$ cat src/rtl/z80_ram_arbiter.sv
// rtl/z80_ram_arbiter.sv - round-robin arbiter for the shared Z80 sound RAM
// Also holds the A11100 BUSREQ register and synchronises BUSACK from the Z80.
module z80_ram_arbiter #(
    parameter int ADDR_W = 13,
    parameter int DATA_W = 8
) (
    input  logic              clk,
    input  logic              rst,
    input  logic              m68_req,
    input  logic              m68_we,
    input  logic [ADDR_W-1:0] m68_addr,
    input  logic [DATA_W-1:0] m68_wdata,
    output logic              m68_ack,
    output logic [DATA_W-1:0] m68_rdata,
    input  logic              z80_req,
    input  logic              z80_we,
    input  logic [ADDR_W-1:0] z80_addr,
    input  logic [DATA_W-1:0] z80_wdata,
    output logic              z80_ack,
    output logic [DATA_W-1:0] z80_rdata,
    input  logic              busreq_wr,
    input  logic              busreq_val,
    output logic              z80_busreq_n,
    input  logic              z80_busack_n,
    output logic              busack_status,
    output logic              ram_en,
    output logic              ram_we,
    output logic [ADDR_W-1:0] ram_addr,
    output logic [DATA_W-1:0] ram_wdata,
    input  logic [DATA_W-1:0] ram_rdata
);

    typedef enum logic [1:0] {
        S_IDLE,
        S_ACCESS,
        S_COMPLETE
    } state_t;

    state_t state_q, state_d;

    logic              m68_pend_q, m68_pend_d;
    logic              m68_pwe_q, m68_pwe_d;
    logic [ADDR_W-1:0] m68_paddr_q, m68_paddr_d;
    logic [DATA_W-1:0] m68_pwdata_q, m68_pwdata_d;
    logic              z80_pend_q, z80_pend_d;
    logic              z80_pwe_q, z80_pwe_d;
    logic [ADDR_W-1:0] z80_paddr_q, z80_paddr_d;
    logic [DATA_W-1:0] z80_pwdata_q, z80_pwdata_d;

    logic              last_z80_q, last_z80_d;
    logic              grant_z80_q, grant_z80_d;
    logic              gnt_we_q, gnt_we_d;
    logic              dummy_q, dummy_d;

    logic              ram_en_q, ram_en_d;
    logic              ram_we_q, ram_we_d;
    logic [ADDR_W-1:0] ram_addr_q, ram_addr_d;
    logic [DATA_W-1:0] ram_wdata_q, ram_wdata_d;

    logic              m68_ack_q, m68_ack_d;
    logic              z80_ack_q, z80_ack_d;
    logic [DATA_W-1:0] m68_rdata_q, m68_rdata_d;
    logic [DATA_W-1:0] z80_rdata_q, z80_rdata_d;

    logic              busreq_n_q, busreq_n_d;
    logic              busack_meta_q, busack_meta_d;
    logic              busack_sync_q, busack_sync_d;

    // A request arriving in an idle cycle is arbitrated directly from the
    // inputs so the RAM cycle starts on the very next clock.
    logic              m68_has;
    logic              z80_elig;
    logic              m68_ewe, z80_ewe;
    logic [ADDR_W-1:0] m68_eaddr, z80_eaddr;
    logic [DATA_W-1:0] m68_ewdata, z80_ewdata;
    logic              pick_z80;

    always_comb begin
        m68_has    = m68_pend_q | m68_req;
        z80_elig   = (z80_pend_q | z80_req) & busack_sync_q;
        m68_ewe    = m68_pend_q ? m68_pwe_q    : m68_we;
        m68_eaddr  = m68_pend_q ? m68_paddr_q  : m68_addr;
        m68_ewdata = m68_pend_q ? m68_pwdata_q : m68_wdata;
        z80_ewe    = z80_pend_q ? z80_pwe_q    : z80_we;
        z80_eaddr  = z80_pend_q ? z80_paddr_q  : z80_addr;
        z80_ewdata = z80_pend_q ? z80_pwdata_q : z80_wdata;
    end

    always_comb begin
        state_d       = state_q;
        m68_pend_d    = m68_pend_q;
        m68_pwe_d     = m68_pwe_q;
        m68_paddr_d   = m68_paddr_q;
        m68_pwdata_d  = m68_pwdata_q;
        z80_pend_d    = z80_pend_q;
        z80_pwe_d     = z80_pwe_q;
        z80_paddr_d   = z80_paddr_q;
        z80_pwdata_d  = z80_pwdata_q;
        last_z80_d    = last_z80_q;
        grant_z80_d   = grant_z80_q;
        gnt_we_d      = gnt_we_q;
        dummy_d       = dummy_q;
        ram_en_d      = ram_en_q;
        ram_we_d      = ram_we_q;
        ram_addr_d    = ram_addr_q;
        ram_wdata_d   = ram_wdata_q;
        m68_ack_d     = 1'b0;
        z80_ack_d     = 1'b0;
        m68_rdata_d   = m68_rdata_q;
        z80_rdata_d   = z80_rdata_q;
        busreq_n_d    = busreq_wr ? ~busreq_val : busreq_n_q;
        busack_meta_d = z80_busack_n;
        busack_sync_d = busack_meta_q;
        pick_z80      = 1'b0;

        if (m68_req && !m68_pend_q) begin
            m68_pend_d   = 1'b1;
            m68_pwe_d    = m68_we;
            m68_paddr_d  = m68_addr;
            m68_pwdata_d = m68_wdata;
        end
        if (z80_req && !z80_pend_q) begin
            z80_pend_d   = 1'b1;
            z80_pwe_d    = z80_we;
            z80_paddr_d  = z80_addr;
            z80_pwdata_d = z80_wdata;
        end

        case (state_q)
            S_IDLE: begin
                ram_en_d = 1'b0;
                ram_we_d = 1'b0;
                if (m68_has || z80_elig) begin
                    pick_z80    = z80_elig && (!m68_has || !last_z80_q);
                    state_d     = S_ACCESS;
                    grant_z80_d = pick_z80;
                    last_z80_d  = pick_z80;
                    if (pick_z80) begin
                        dummy_d     = 1'b0;
                        gnt_we_d    = z80_ewe;
                        ram_en_d    = 1'b1;
                        ram_we_d    = z80_ewe;
                        ram_addr_d  = z80_eaddr;
                        ram_wdata_d = z80_ewdata;
                    end else begin
                        // Without the bus grant the M68K side sees open bus.
                        dummy_d     = busack_sync_q;
                        gnt_we_d    = m68_ewe;
                        ram_en_d    = ~busack_sync_q;
                        ram_we_d    = m68_ewe & ~busack_sync_q;
                        ram_addr_d  = m68_eaddr;
                        ram_wdata_d = m68_ewdata;
                    end
                end
            end
            S_ACCESS: begin
                ram_en_d = 1'b0;
                ram_we_d = 1'b0;
                state_d  = S_COMPLETE;
            end
            S_COMPLETE: begin
                state_d = S_IDLE;
                if (grant_z80_q) begin
                    z80_ack_d  = 1'b1;
                    z80_pend_d = 1'b0;
                    if (!gnt_we_q) begin
                        z80_rdata_d = ram_rdata;
                    end
                end else begin
                    m68_ack_d  = 1'b1;
                    m68_pend_d = 1'b0;
                    if (!gnt_we_q) begin
                        m68_rdata_d = dummy_q ? {DATA_W{1'b1}} : ram_rdata;
                    end
                end
            end
            default: begin
                state_d = S_IDLE;
            end
        endcase
    end

    always_ff @(posedge clk) begin
        if (rst) begin
            state_q       <= S_IDLE;
            m68_pend_q    <= 1'b0;
            m68_pwe_q     <= 1'b0;
            m68_paddr_q   <= '0;
            m68_pwdata_q  <= '0;
            z80_pend_q    <= 1'b0;
            z80_pwe_q     <= 1'b0;
            z80_paddr_q   <= '0;
            z80_pwdata_q  <= '0;
            last_z80_q    <= 1'b1;
            grant_z80_q   <= 1'b0;
            gnt_we_q      <= 1'b0;
            dummy_q       <= 1'b0;
            ram_en_q      <= 1'b0;
            ram_we_q      <= 1'b0;
            ram_addr_q    <= '0;
            ram_wdata_q   <= '0;
            m68_ack_q     <= 1'b0;
            z80_ack_q     <= 1'b0;
            m68_rdata_q   <= '0;
            z80_rdata_q   <= '0;
            busreq_n_q    <= 1'b1;
            busack_meta_q <= 1'b1;
            busack_sync_q <= 1'b1;
        end else begin
            state_q       <= state_d;
            m68_pend_q    <= m68_pend_d;
            m68_pwe_q     <= m68_pwe_d;
            m68_paddr_q   <= m68_paddr_d;
            m68_pwdata_q  <= m68_pwdata_d;
            z80_pend_q    <= z80_pend_d;
            z80_pwe_q     <= z80_pwe_d;
            z80_paddr_q   <= z80_paddr_d;
            z80_pwdata_q  <= z80_pwdata_d;
            last_z80_q    <= last_z80_d;
            grant_z80_q   <= grant_z80_d;
            gnt_we_q      <= gnt_we_d;
            dummy_q       <= dummy_d;
            ram_en_q      <= ram_en_d;
            ram_we_q      <= ram_we_d;
            ram_addr_q    <= ram_addr_d;
            ram_wdata_q   <= ram_wdata_d;
            m68_ack_q     <= m68_ack_d;
            z80_ack_q     <= z80_ack_d;
            m68_rdata_q   <= m68_rdata_d;
            z80_rdata_q   <= z80_rdata_d;
            busreq_n_q    <= busreq_n_d;
            busack_meta_q <= busack_meta_d;
            busack_sync_q <= busack_sync_d;
        end
    end

    assign m68_ack       = m68_ack_q;
    assign m68_rdata     = m68_rdata_q;
    assign z80_ack       = z80_ack_q;
    assign z80_rdata     = z80_rdata_q;
    assign z80_busreq_n  = busreq_n_q;
    assign busack_status = busack_sync_q;
    assign ram_en        = ram_en_q;
    assign ram_we        = ram_we_q;
    assign ram_addr      = ram_addr_q;
    assign ram_wdata     = ram_wdata_q;

endmodule

$ cat config.mk
export PLATFORM = sky130hd
export DESIGN_NAME = z80_ram_arbiter
export DESIGN_NICKNAME = d
export VERILOG_FILES = /design/src/rtl/z80_ram_arbiter.sv
export SDC_FILE = /design/constraint.sdc
export NUM_CORES = 1
export LEC_CHECK = 0
export CAP_MARGIN = 20
export CORE_MARGIN = 1.5
export CORE_UTILIZATION = 53
export CTS_CLUSTER_SIZE = 25
export DETAILED_ROUTE_END_ITERATION = 6
export GPL_ROUTABILITY_DRIVEN = 0
export PLACE_DENSITY_LB_ADDON = 0.25
export SYNTH_ARGS = -nofsm -noshare
export SYNTH_HDL_FRONTEND = slang
export SYNTH_SLANG_ARGS = --single-unit
$ cat constraint.sdc
create_clock -name clk -period 3.2 [get_ports clk]
set_clock_uncertainty 0.05 [all_clocks]
set_input_delay 0.64 -clock clk [delete_from_list [all_inputs] [get_ports clk]]
set_output_delay 0.64 -clock clk [all_outputs]
set_load 0.01 [all_outputs]
==> results_dict.tcl <==
set metrics [dict create \
    first_pass_iters 5 \
    drtAntennaViolNets 0 \
    max_freq_mhz 466 \
    peakVddDrop_uv 388 \
    worstSkewPairLatency_ps 350 \
    yosys_warnings 0 \
    clockBufferDepth 2 \
    final_common_cell "nand2_1" \
    syn_area_per_cell_um2 8.94 \
    antenna_found_initial 0 \
    routed-via-count 3405 \
    p_switching_uw 746 \
    max_slew_margin_pct 43.1 \
    die_w_um 90.2 \
    fin_nets 596 \
    cts_tree "built" \
    min_period_ps 2150 \
    synthesis.nets 510 \
    drt_iter0_drc 133 \
    ys_seq_area_share_pct 47.7 \
    routed_wl_mm 9.59 \
    track_usage_pct 23.9 \
    end_kind "flop" \
    layout_common_cells "136 x nand2_1, 100 x clkdlybuf4s50_1, 96 x dfxtp_1, 52 x mux2i_1, 46 x a21oi_1" \
    cts_sinks 96 \
    critPathRequiredTime_ps 3400 \
    crit_fanout 24 \
    arrival_ps 2340 \
    post_cts_buffers 0 \
    dpl.hpwl_mm 6.80 \
    ys_top_cells_by_area "dfxtp_1 48%, mux2i_1 13%, nand2_1 13%" \
    finalCritPeriodShare_pct 67.1 \
    setup_tns_ps 0 \
    worst_pin_slew_ps 854 \
    layout-drive-gt1-share_pct 6.83 \
    outcome "complete, no violations" \
    first_global_vias 3294 \
    ys_ff_latch 96 \
    combPwrFrac_pct 20.1 \
    p_sw_share_pct 27.1 \
    numCtsBuffers 9 \
    start_util_pct 55.3 \
    p_clk_share_pct 30.7 \
    power_density_nw_per_um2 527 \
    yosysTopAreaCellShare_pct 47.7 \
    ys_types 36 \
    syn_to_final_growth_pct 29.7 \
    grt_pass1_wl_mm 15.5 \
    grt_max_degree 74 \
    final_util_pct 71.7 \
    wire_per_inst_um 15.0 \
    fillers 575 \
    rsz0062_at_grt "no" \
    io_pins 102 \
    finalSetupViolations 0 \
    viasPerCell 5.31 \
    io_buffers 101 \
    startpoint_type "input pin" \
    rows 31 \
    die_area_um2 8140 \
    criticalPathCategory "in2reg" \
    cap_violations 0 \
    yosysTopAreaCell "dfxtp_1" \
    synth_edf_count 0 \
    dp_cells 625 \
    root_buffer "clkbuf_8" \
    core_um2 7290 \
    cts_resized 0 \
    synth_area_um2 4030 \
    leakagePower_nw 1.98 \
    ys.flop_type "dfxtp_1" \
    cts_hold_buf 0 \
    p_int_mw 2.01 \
    drc 0 \
    hold_viol_final 0 \
    total_power_mw 2.76 \
    die_height_um 90.2 \
    drv_slew 0 \
    stdcell_count 641 \
    htreeDepth 3 \
    pwr-share-seq_pct 49.3 \
    netlist_instances 451 \
    async_flop_share_pct 0 \
    hold_path_class "reg2reg" \
    grt-ovfl-total 0 \
    num_antenna_cells 0 \
    clk_pin_slew_ps 90 \
]
routing by layer:
metal | global-route usage (%) | routed length (um)
met1 | 29.1 | 4110
met2 | 41.5 | 4870
met3 | 3.47 | 408
met4 | 10.8 | 203
met5 | 0 | 0
state kept, by name, summed over array words and instances (netlist names), 8 cells and up:
signal / cells
m68_paddr_q: 13
m68_pwdata_q: 8
m68_rdata: 8
ram_addr: 13
ram_wdata: 8
z80_paddr_q: 13
z80_pwdata_q: 8
z80_rdata: 8
power groups by stage:
stage / Clock, mW / Combinational [mW] / Sequential, mW
2_1_floorplan: 0 / 0.314 / 1.39
3_3_place_gp: 0 / 0.539 / 1.38
3_5_place_dp: 0 / 0.552 / 1.38
4_1_cts: 0.855 / 0.555 / 1.36
5_1_grt: 0.912 / 0.604 / 1.37
6_report: 0.845 / 0.553 / 1.36
worst max-delay path: stages:
cell,delay (ps)
clkdlybuf4s50_1,470
or2_4,300
a21oi_4,500
nand2_1,140
a32o_1,290
Yosys cell counts, types with 5 or more instances:
library cell and number:
mux2i_1 52, a211oi_1 6, clkbuf_1 15, buf_2 7
nand2_1 136, dfxtp_1 96, nor2_1 29, a32o_1 22
a21oi_1 46, buf_6 5
stage by stage:
stage / setup WS, ps / area [um2] / hold WS [ps]
global route: 934 / 5230 / 379
detailed placement: 715 / 5020 / 348
floorplan: 1500 / 4030 / 339
global placement: 796 / 5020 / 347
CTS: 1050 / 5230 / 356
finish: 1050 / 5230 / 362
final timing paths:
| check | from | end | slack (ps) | cells past startpoint |
|---|---|---|---|---|
| worst max-delay path | m68_req | ram_addr[4] | 1050 | 5 |
| worst min-delay path | busack_meta_q | busack_status | 360 | 1 |
| worst max register to register | m68_pend_q | ram_addr[1] | 1210 | 5 |
| worst min register to register | busack_meta_q | busack_status | 360 | 1 |
cell families (layout without fill, tap and decap cells):
logic type             Yosys count  in the layout  share of synthesized area (%)
buffers and inverters           32            123                           4.72
AO/OA/AOI/OAI                   87             87                           15.6
AND/OR/NAND/NOR                184            184                           19.1
multiplexers                    52             52                           12.9
flip-flops                      96             96                           47.7
area by class of cell:
type	count	area [um2]	share of cell area, %
sequential	96	1920	36.8
multi-input combinational	323	1920	36.7
timing repair buffer	107	1050	20.1
clock buffer	10	128	2.44
tap	99	124	2.37
clock inverter	6	83.8	1.60
Note: power is estimated with default switching activity, not from simulation.
